**src/rtl/store_unit_pkg.sv**
```systemverilog
// Shared codes for the load/store path: access size codes, store FSM
// state encodings and the byte-lane merge helpers.
package store_unit_pkg;

  // Access size codes (2'b11 is reserved and behaves as a word access)
  localparam logic [1:0] SZ_WORD = 2'b00;
  localparam logic [1:0] SZ_BYTE = 2'b01;
  localparam logic [1:0] SZ_HALF = 2'b10;
  localparam logic [1:0] SZ_RSVD = 2'b11;

  // Store FSM state encodings
  localparam logic [1:0] ST_IDLE    = 2'b00;
  localparam logic [1:0] ST_RD_REQ  = 2'b01;
  localparam logic [1:0] ST_RD_WAIT = 2'b10;
  localparam logic [1:0] ST_WR_REQ  = 2'b11;

  // Expand each byte-enable bit into a full 8-bit lane mask.
  function automatic logic [31:0] be_to_mask(input logic [3:0] be);
    logic [31:0] mask;
    mask = 32'h0000_0000;
    for (int i = 0; i < 4; i++) begin
      mask[i*8 +: 8] = {8{be[i]}};
    end
    return mask;
  endfunction

  // Merge new lane data into an existing memory word under the byte enables.
  function automatic logic [31:0] merge_word(input logic [31:0] old_word,
                                             input logic [31:0] lane_data,
                                             input logic [3:0]  be);
    logic [31:0] mask;
    mask = be_to_mask(be);
    return (old_word & ~mask) | (lane_data & mask);
  endfunction

endpackage

```
**src/rtl/store_unit_lane.sv**
```systemverilog
// Combinational byte-lane generation for stores: byte enables, lane-
// replicated data and alignment fault detection from address low bits and size.
module store_lane
  import store_unit_pkg::*;
(
  input  logic [1:0]  i_addr_lo,
  input  logic [1:0]  i_size,
  input  logic [31:0] i_data,
  output logic [3:0]  o_be,
  output logic [31:0] o_lanedata,
  output logic        o_misaligned
);

  // Decode size into byte enables, replicated lane data and misalignment
  always_comb begin
    o_be         = 4'b0000;
    o_lanedata   = 32'h0000_0000;
    o_misaligned = 1'b0;
    case (i_size)
      SZ_BYTE: begin
        o_be         = 4'b0001 << i_addr_lo;
        o_lanedata   = {4{i_data[7:0]}};
        o_misaligned = 1'b0;
      end
      SZ_HALF: begin
        o_be         = 4'b0011 << {i_addr_lo[1], 1'b0};
        o_lanedata   = {2{i_data[15:0]}};
        o_misaligned = i_addr_lo[0];
      end
      SZ_WORD: begin
        o_be         = 4'b1111;
        o_lanedata   = i_data;
        o_misaligned = (i_addr_lo != 2'b00);
      end
      default: begin
        // reserved code behaves as a word store
        o_be         = 4'b1111;
        o_lanedata   = i_data;
        o_misaligned = (i_addr_lo != 2'b00);
      end
    endcase
  end

endmodule

```
**src/rtl/store_unit.sv**
```systemverilog
// Store unit: accepts byte/half/word stores, performs read-modify-write for
// sub-word stores against a word-wide memory, and faults misaligned accesses.
module store_unit
  import store_unit_pkg::*;
(
  input  logic        clk,
  input  logic        reset,
  input  logic        st_valid,
  output logic        st_ready,
  input  logic [31:0] st_addr,
  input  logic [31:0] st_data,
  input  logic [1:0]  st_size,
  output logic        st_done,
  output logic        st_fault,
  output logic        mem_req,
  output logic        mem_we,
  output logic [31:0] mem_addr,
  output logic [31:0] mem_wdata,
  output logic [3:0]  mem_be,
  input  logic        mem_gnt,
  input  logic        mem_rvalid,
  input  logic [31:0] mem_rdata
);

  logic [1:0]  r_state;
  logic [1:0]  w_state_nxt;
  logic [3:0]  w_be;
  logic [31:0] w_lanedata;
  logic        w_misaligned;
  logic        w_accept;
  logic        w_is_word;
  logic        w_start;
  logic        w_fault;
  logic [31:0] w_merged;

  logic        r_st_ready;
  logic        r_st_done;
  logic        r_st_fault;
  logic        r_mem_req;
  logic        r_mem_we;
  logic [31:0] r_mem_addr;
  logic [31:0] r_mem_wdata;
  logic [3:0]  r_mem_be;
  logic [31:0] r_lanedata;

  store_lane u_lane (
    .i_addr_lo    (st_addr[1:0]),
    .i_size       (st_size),
    .i_data       (st_data),
    .o_be         (w_be),
    .o_lanedata   (w_lanedata),
    .o_misaligned (w_misaligned)
  );

  // r_st_ready is only high in IDLE; the state term guards against a corrupted ready flop
  assign w_accept  = st_valid && r_st_ready && (r_state == ST_IDLE);
  assign w_is_word = (st_size == SZ_WORD) || (st_size == SZ_RSVD);
  assign w_start   = w_accept && !w_misaligned;
  assign w_fault   = w_accept && w_misaligned;
  assign w_merged  = merge_word(mem_rdata, r_lanedata, r_mem_be);

  // Next-state decode; grants and read data are only honoured in their own states
  always_comb begin
    w_state_nxt = r_state;
    case (r_state)
      ST_IDLE: begin
        if (w_start) begin
          if (w_is_word) begin
            w_state_nxt = ST_WR_REQ;
          end else begin
            w_state_nxt = ST_RD_REQ;
          end
        end else begin
          w_state_nxt = ST_IDLE;
        end
      end
      ST_RD_REQ: begin
        if (mem_gnt) begin
          w_state_nxt = ST_RD_WAIT;
        end else begin
          w_state_nxt = ST_RD_REQ;
        end
      end
      ST_RD_WAIT: begin
        if (mem_rvalid) begin
          w_state_nxt = ST_WR_REQ;
        end else begin
          w_state_nxt = ST_RD_WAIT;
        end
      end
      ST_WR_REQ: begin
        if (mem_gnt) begin
          w_state_nxt = ST_IDLE;
        end else begin
          w_state_nxt = ST_WR_REQ;
        end
      end
      default: begin
        w_state_nxt = ST_IDLE;
      end
    endcase
  end

  // State register
  always_ff @(posedge clk) begin
    if (reset) begin
      r_state <= ST_IDLE;
    end else begin
      r_state <= w_state_nxt;
    end
  end

  // Control outputs registered from the next state so they align with r_state
  always_ff @(posedge clk) begin
    if (reset) begin
      r_st_ready <= 1'b1;
      r_mem_req  <= 1'b0;
      r_mem_we   <= 1'b0;
    end else begin
      r_st_ready <= (w_state_nxt == ST_IDLE);
      r_mem_req  <= (w_state_nxt == ST_RD_REQ) || (w_state_nxt == ST_WR_REQ);
      r_mem_we   <= (w_state_nxt == ST_WR_REQ);
    end
  end

  // Completion pulses: fault the cycle after a misaligned accept, done after write grant
  always_ff @(posedge clk) begin
    if (reset) begin
      r_st_done  <= 1'b0;
      r_st_fault <= 1'b0;
    end else begin
      r_st_done  <= w_fault || ((r_state == ST_WR_REQ) && mem_gnt);
      r_st_fault <= w_fault;
    end
  end

  // Address, byte enables and lane data captured at acceptance, held for the whole store
  always_ff @(posedge clk) begin
    if (reset) begin
      r_mem_addr <= 32'h0000_0000;
      r_mem_be   <= 4'b0000;
      r_lanedata <= 32'h0000_0000;
    end else if (w_start) begin
      r_mem_addr <= {st_addr[31:2], 2'b00};
      r_mem_be   <= w_be;
      r_lanedata <= w_lanedata;
    end else begin
      r_mem_addr <= r_mem_addr;
      r_mem_be   <= r_mem_be;
      r_lanedata <= r_lanedata;
    end
  end

  // Write word: direct data for word stores, merged read data for sub-word stores
  always_ff @(posedge clk) begin
    if (reset) begin
      r_mem_wdata <= 32'h0000_0000;
    end else if (w_start && w_is_word) begin
      r_mem_wdata <= w_lanedata;
    end else if ((r_state == ST_RD_WAIT) && mem_rvalid) begin
      r_mem_wdata <= w_merged;
    end else begin
      r_mem_wdata <= r_mem_wdata;
    end
  end

  assign st_ready  = r_st_ready;
  assign st_done   = r_st_done;
  assign st_fault  = r_st_fault;
  assign mem_req   = r_mem_req;
  assign mem_we    = r_mem_we;
  assign mem_addr  = r_mem_addr;
  assign mem_wdata = r_mem_wdata;
  assign mem_be    = r_mem_be;

endmodule
```
**config.mk**
```make
export PLATFORM = sky130hd
export DESIGN_NAME = store_unit
export DESIGN_NICKNAME = d
export VERILOG_FILES = /design/src/rtl/store_unit_pkg.sv /design/src/rtl/store_unit_lane.sv /design/src/rtl/store_unit.sv
export SDC_FILE = /design/constraint.sdc
export NUM_CORES = 1
export LEC_CHECK = 0
export CAP_MARGIN = 20
export CORE_AREA = 2 2 115 117
export DETAILED_ROUTE_END_ITERATION = 12
export DIE_AREA = 0 0 117 119
export PLACE_DENSITY_LB_ADDON = 0.08
export SYNTH_ARGS = -nofsm -noshare
export SYNTH_HDL_FRONTEND = slang
export SYNTH_SLANG_ARGS = --single-unit
```
**constraint.sdc**
```tcl
create_clock -name clk -period 1.4 [get_ports clk]
set_input_delay 0.14 -clock clk [delete_from_list [all_inputs] [get_ports clk]]
set_output_delay 0.14 -clock clk [all_outputs]
set_load 0.02 [all_outputs]
```
Word level (Yosys, flattened, before mapping)
Cells that the tools add are included.
- equal/unequal tests: 8
- shift-type cells: 2
- muxes and demuxes: 11
- bitwise gates (word level): 4
- reductions and logical operators: 16
- operators by type and width (operator ; count):
    AND 32 bit ; 2
    two-way mux 32 bit ; 2
    one-hot mux 32 bit (2 select lines) ; 1
    NOT 32 bit ; 1
    OR 32 bit ; 1
    == test 2 bit (second input constant) ; 5
    two-way mux 2 bit ; 4
    one-hot mux 2 bit (4 select lines) ; 1
    one-hot mux 4 bit (2 select lines) ; 1
    logical AND 1 bit ; 7
    == test 2 x 1 -> 1 bit (second input constant) ; 3
    logical NOT 2 bit ; 3
    nonzero test 2 bit ; 2
    left shift 1 x 2 -> 4 bit (first input constant) ; 1
    left shift 2 x 2 -> 4 bit (first input constant) ; 1
    logical OR 1 bit ; 3
    one-hot mux 1 bit (2 select lines) ; 1
    logical NOT 1 bit ; 1
    two-way mux 1 bit ; 1
- bits in registers: 105
- input bits: 103
- output and inout bits: 73

Depth between registers and ports, before layout
- word-level depth: 8
- mapped depth: 7

Cells and area by module
A second synthesis with hierarchy kept.
- cell total of the unflattened synthesis: 623
- area, all modules: 4837.1 µm²
- by module, submodules not included (module ; instances ; cells each ; area an instance (µm²) ; sequential area each (µm²)):
    store_unit ; 1 ; 530 ; 4266.6 ; 2082.0
    store_lane ; 1 ; 93 ; 570.5 ; 0.0

Worst setup path after synthesis
OpenSTA, ideal clock, no wires.
- kind: reg2reg
- start: register r_state[0]
- end: register r_lanedata[10]
- library setup time: 0.121 ns
- arrival time: 1.524 ns
- data required time: 1.279 ns
- path slack: -0.245 ns
- stages on the path, launching flop included: 6
- cell sequence: dfxtp_1 -> nand4bb_1 -> buf_2 -> nor3_4 -> buf_4 -> mux2_2
- longest elaborated chain between the ends: 3
- ends and longest elaborated chain (element ; RTL line ; source):
    start: declaration ; store_unit.sv:25 ; logic [1:0] r_state;
    start signal: assignment ; store_unit.sv:109 ; r_state <= w_state_nxt;
    logical NOT 2 bit ; store_unit.sv:56 ; assign w_accept = st_valid && r_st_ready && (r_state == ST_IDLE);
    logical AND 1 bit ; store_unit.sv:56 ;
    logical AND 1 bit ; store_unit.sv:58 ; assign w_start = w_accept && !w_misaligned;
    end signal: assignment ; store_unit.sv:146 ; r_lanedata <= w_lanedata;
    end signal: assignment ; store_unit.sv:150 ; r_lanedata <= r_lanedata;
    end: declaration ; store_unit.sv:44 ; logic [31:0] r_lanedata;
No other way between the ends.
A chain may end at the register's enable or synchronous reset.

Final worst setup path
- start: register r_state[0]
- end: register r_lanedata[25]
Same word-level chain as after synthesis.

==> impl_metrics.yaml <==
route:
  drtIter0Drc: 238
  vias: 5295
  drc: 0
  post_drt_wl_per_cell_um: 19.4
  ant_nets: 0
  first_pass_iters: 4
  wirelength_um: 18000
  vias_per_cell: 5.71
clocking:
  clk_pin_slew_ns: 0.07
  clk_latency_ns: 0.35
  clock-sinks: 104
  clock_path_buffers: 2
  cts_tree: "built"
  htree_num_levels: 3
  cts_hold_buf: 0
  cts-root-buf: "clkbuf_16"
  cts_buffers: 9
timing:
  finalSetupViolCount: 74
  min_period_ns: 1.56
  rsz0062_at_grt: "true"
  fin_ws_ns: -0.159
  fin_crit_sh_pct: 111
  fin_setup_tns_ns: -6.88
  max_freq_mhz: 641
  skew_ns: 0.00521
  finalHoldViolCount: 0
  maxSlewViolCount: 0
status:
  status: "finished with violations"
  violations: "negative setup slack"
synthesis:
  syn_avg_cell_area_um2: 9.51
  syn_inst: 547
  ys_types: 50
  syn_area_um2: 5200
  synth_ff_type: "dfxtp_1"
  synth-edff-count: 0
  synth_seq_cells: 104
  seq_area_frac_synth_pct: 40.0
  ys_warn_count: 0
  synthArstFlopShare_pct: 0
global_routing:
  grt_max_degree: 62
  antenna_found_initial: 0
  grt_pass1_vias: 5221
  grt_first_pass_wirelength_um: 27300
  grt-ovfl-total: 0
  grt.total_usage_pct: 25.0
worst_setup_path:
  cp-start-kind: "flop"
  arrival_ns: 1.79
  critPathRequiredTime_ns: 1.63
  end_kind: "flop"
  critPathKind: "reg2reg"
  crit_fanout: 7
cells_and_area:
  final_cell_area_um2: 8350
  final_util_pct: 64.8
  layout_commonest_cell: "dfxtp_1"
  nNetsFinal: 851
  fillCellCount: 1059
  area.growth.synth_to_final_pct: 60.5
  drive_gt1_share_pct: 28.4
  layout.cells.most_common_list: "dfxtp_1 (101), clkdlybuf4s50_1 (97), dlygate4sd2_1 (71)"
  n_antenna_cell: 0
hold_path:
  hold_path_class: "in2reg"
floorplanning:
  die_h_um: 119
  ioPinCount: 176
  die_w_um: 117
  initial_core_util_pct: 40.4
  die-area_um2: 13900
  rows: 42
  core_area_um2: 12900
power:
  power.leakage_nw: 3.46
  power.density_nw_per_um2: 1090
  irDropWorstVdd_uv: 702
place:
  dpl_cell_area_um2: 7620
  dp_hpwl_um: 12000
  numPortBuffers: 173
  gp_congestion: 0.887
flow_run:
  maxCapViolCount: 0
[per-layer routing]
metal	wire, um	up-vias	GRT usage [%]
met1	8140	2592	34.0
met2	8660	174	40.9
li1	-	2511	-
met4	240	0	7.79
met3	904	18	3.26
met5	0	-	0
[repair_timing]
action                     4_1_cts  5_1_grt
pin swaps                       16        9
buffers inserted                 4        7
setup endpoints to repair      175      101
hold endpoints to repair         0        0
resized for setup              122       43
cloned                           4        2
[cells in the mapped netlist, types with 2 or more instances]
library cell    n  area share [%]
a211oi_1       14             2.0
a21oi_1        16             1.5
a221oi_1       11             1.9
a311oi_1        4            0.67
a31o_1          5            0.84
a31o_2         26             4.4
a31oi_1        13             1.6
a32oi_1        12             2.0
and3b_1         2            0.34
buf_1           4            0.29
buf_2          30             2.9
buf_4           8             1.2
clkbuf_1       25             1.8
dfxtp_1       104              40
ha_1            2            0.48
inv_1           6            0.43
mux2_1          6             1.3
mux2_2         28             6.1
mux2i_1         9             1.7
nand2_1        30             2.2
nand3_1         8            0.77
nand3b_1        2            0.29
nor2_1         19             1.4
nor2b_1        49             5.9
nor3_1         16             1.5
o2111ai_1       4            0.67
o211ai_1       19             2.7
o21ai_2         2            0.34
o22ai_1         3            0.36
o311a_1        32             6.2
o31ai_1         7             1.0
o32ai_1        13             2.2
[worst paths after layout]
| path | startpoint | to | slack [ns] | depth (start not counted) |
|---|---|---|---|---|
| worst max-delay path | r_state[0] | r_lanedata[25] | -0.16 | 5 |
| worst min-delay path | reset | mem_wdata[10] | 0.29 | 3 |
| worst max register to register | r_state[0] | r_lanedata[25] | -0.16 | 5 |
| worst min register to register | r_lanedata[2] | r_lanedata[2] | 0.47 | 2 |
[cell type report]
cell class,instances,area (um2),area share [%]
multi-input combinational,369,3150,37.8
clock buffer,13,250,3.00
inverter,7,33.8,0.405
tap,176,220,2.64
timing repair buffer,255,2580,31.0
clock inverter,3,17.5,0.210
sequential,104,2090,25.0
[state kept, by name, indices dropped and copies added, names as in the netlist]
name / flops
mem_be: 4
r_lanedata: 32
mem_wdata: 32
mem_addr: 30
mem_we: 1
st_ready: 1
st_done: 1
st_fault: 1
r_state: 2
[through the flow]
step | instances | power (W) | hold WS, ns | setup slack (ns)
5_1_grt | 927 | 0.00946 | 0.292 | -0.206
3_3_place_gp | 897 | 0.00642 | 0.447 | -0.794
6_report | 927 | 0.00908 | 0.286 | -0.159
2_1_floorplan | 548 | 0.00509 | 0.274 | -0.132
3_5_place_dp | 897 | 0.00647 | 0.458 | -0.801
4_1_cts | 921 | 0.00893 | 0.266 | -0.138
[logic make-up after synthesis]
| kind of cell | after synthesis | share of synthesized area (%) |
|---|---|---|
| buffers and inverters | 75 | 6.86 |
| AND/OR/NAND/NOR | 133 | 13.8 |
| adder cells (fa/ha/maj) | 2 | 0.481 |
| XOR/XNOR | 1 | 0.168 |
| flip-flops | 104 | 40.0 |
| AO/OA/AOI/OAI | 188 | 29.5 |
| other | 1 | 0.0721 |
| multiplexers | 43 | 9.09 |
[where the power goes]
| group | leakage, nW | switching, W | internal, W |
|---|---|---|---|
| logic | 2.48 | 0.00165 | 0.00163 |
| clock network | 0.130 | 0.00110 | 0.00125 |
| registers | 0.848 | 0.000168 | 0.00327 |
| total | 3.46 | 0.00292 | 0.00615 |
[critical path: stages (launching register included)]
cell       delay (ns)
dfxtp_4          0.34
nand4bb_4        0.27
nor3_4           0.21
buf_6            0.16
clkbuf_16        0.17
mux2_4           0.30
Power figures use the tool's default switching activity.
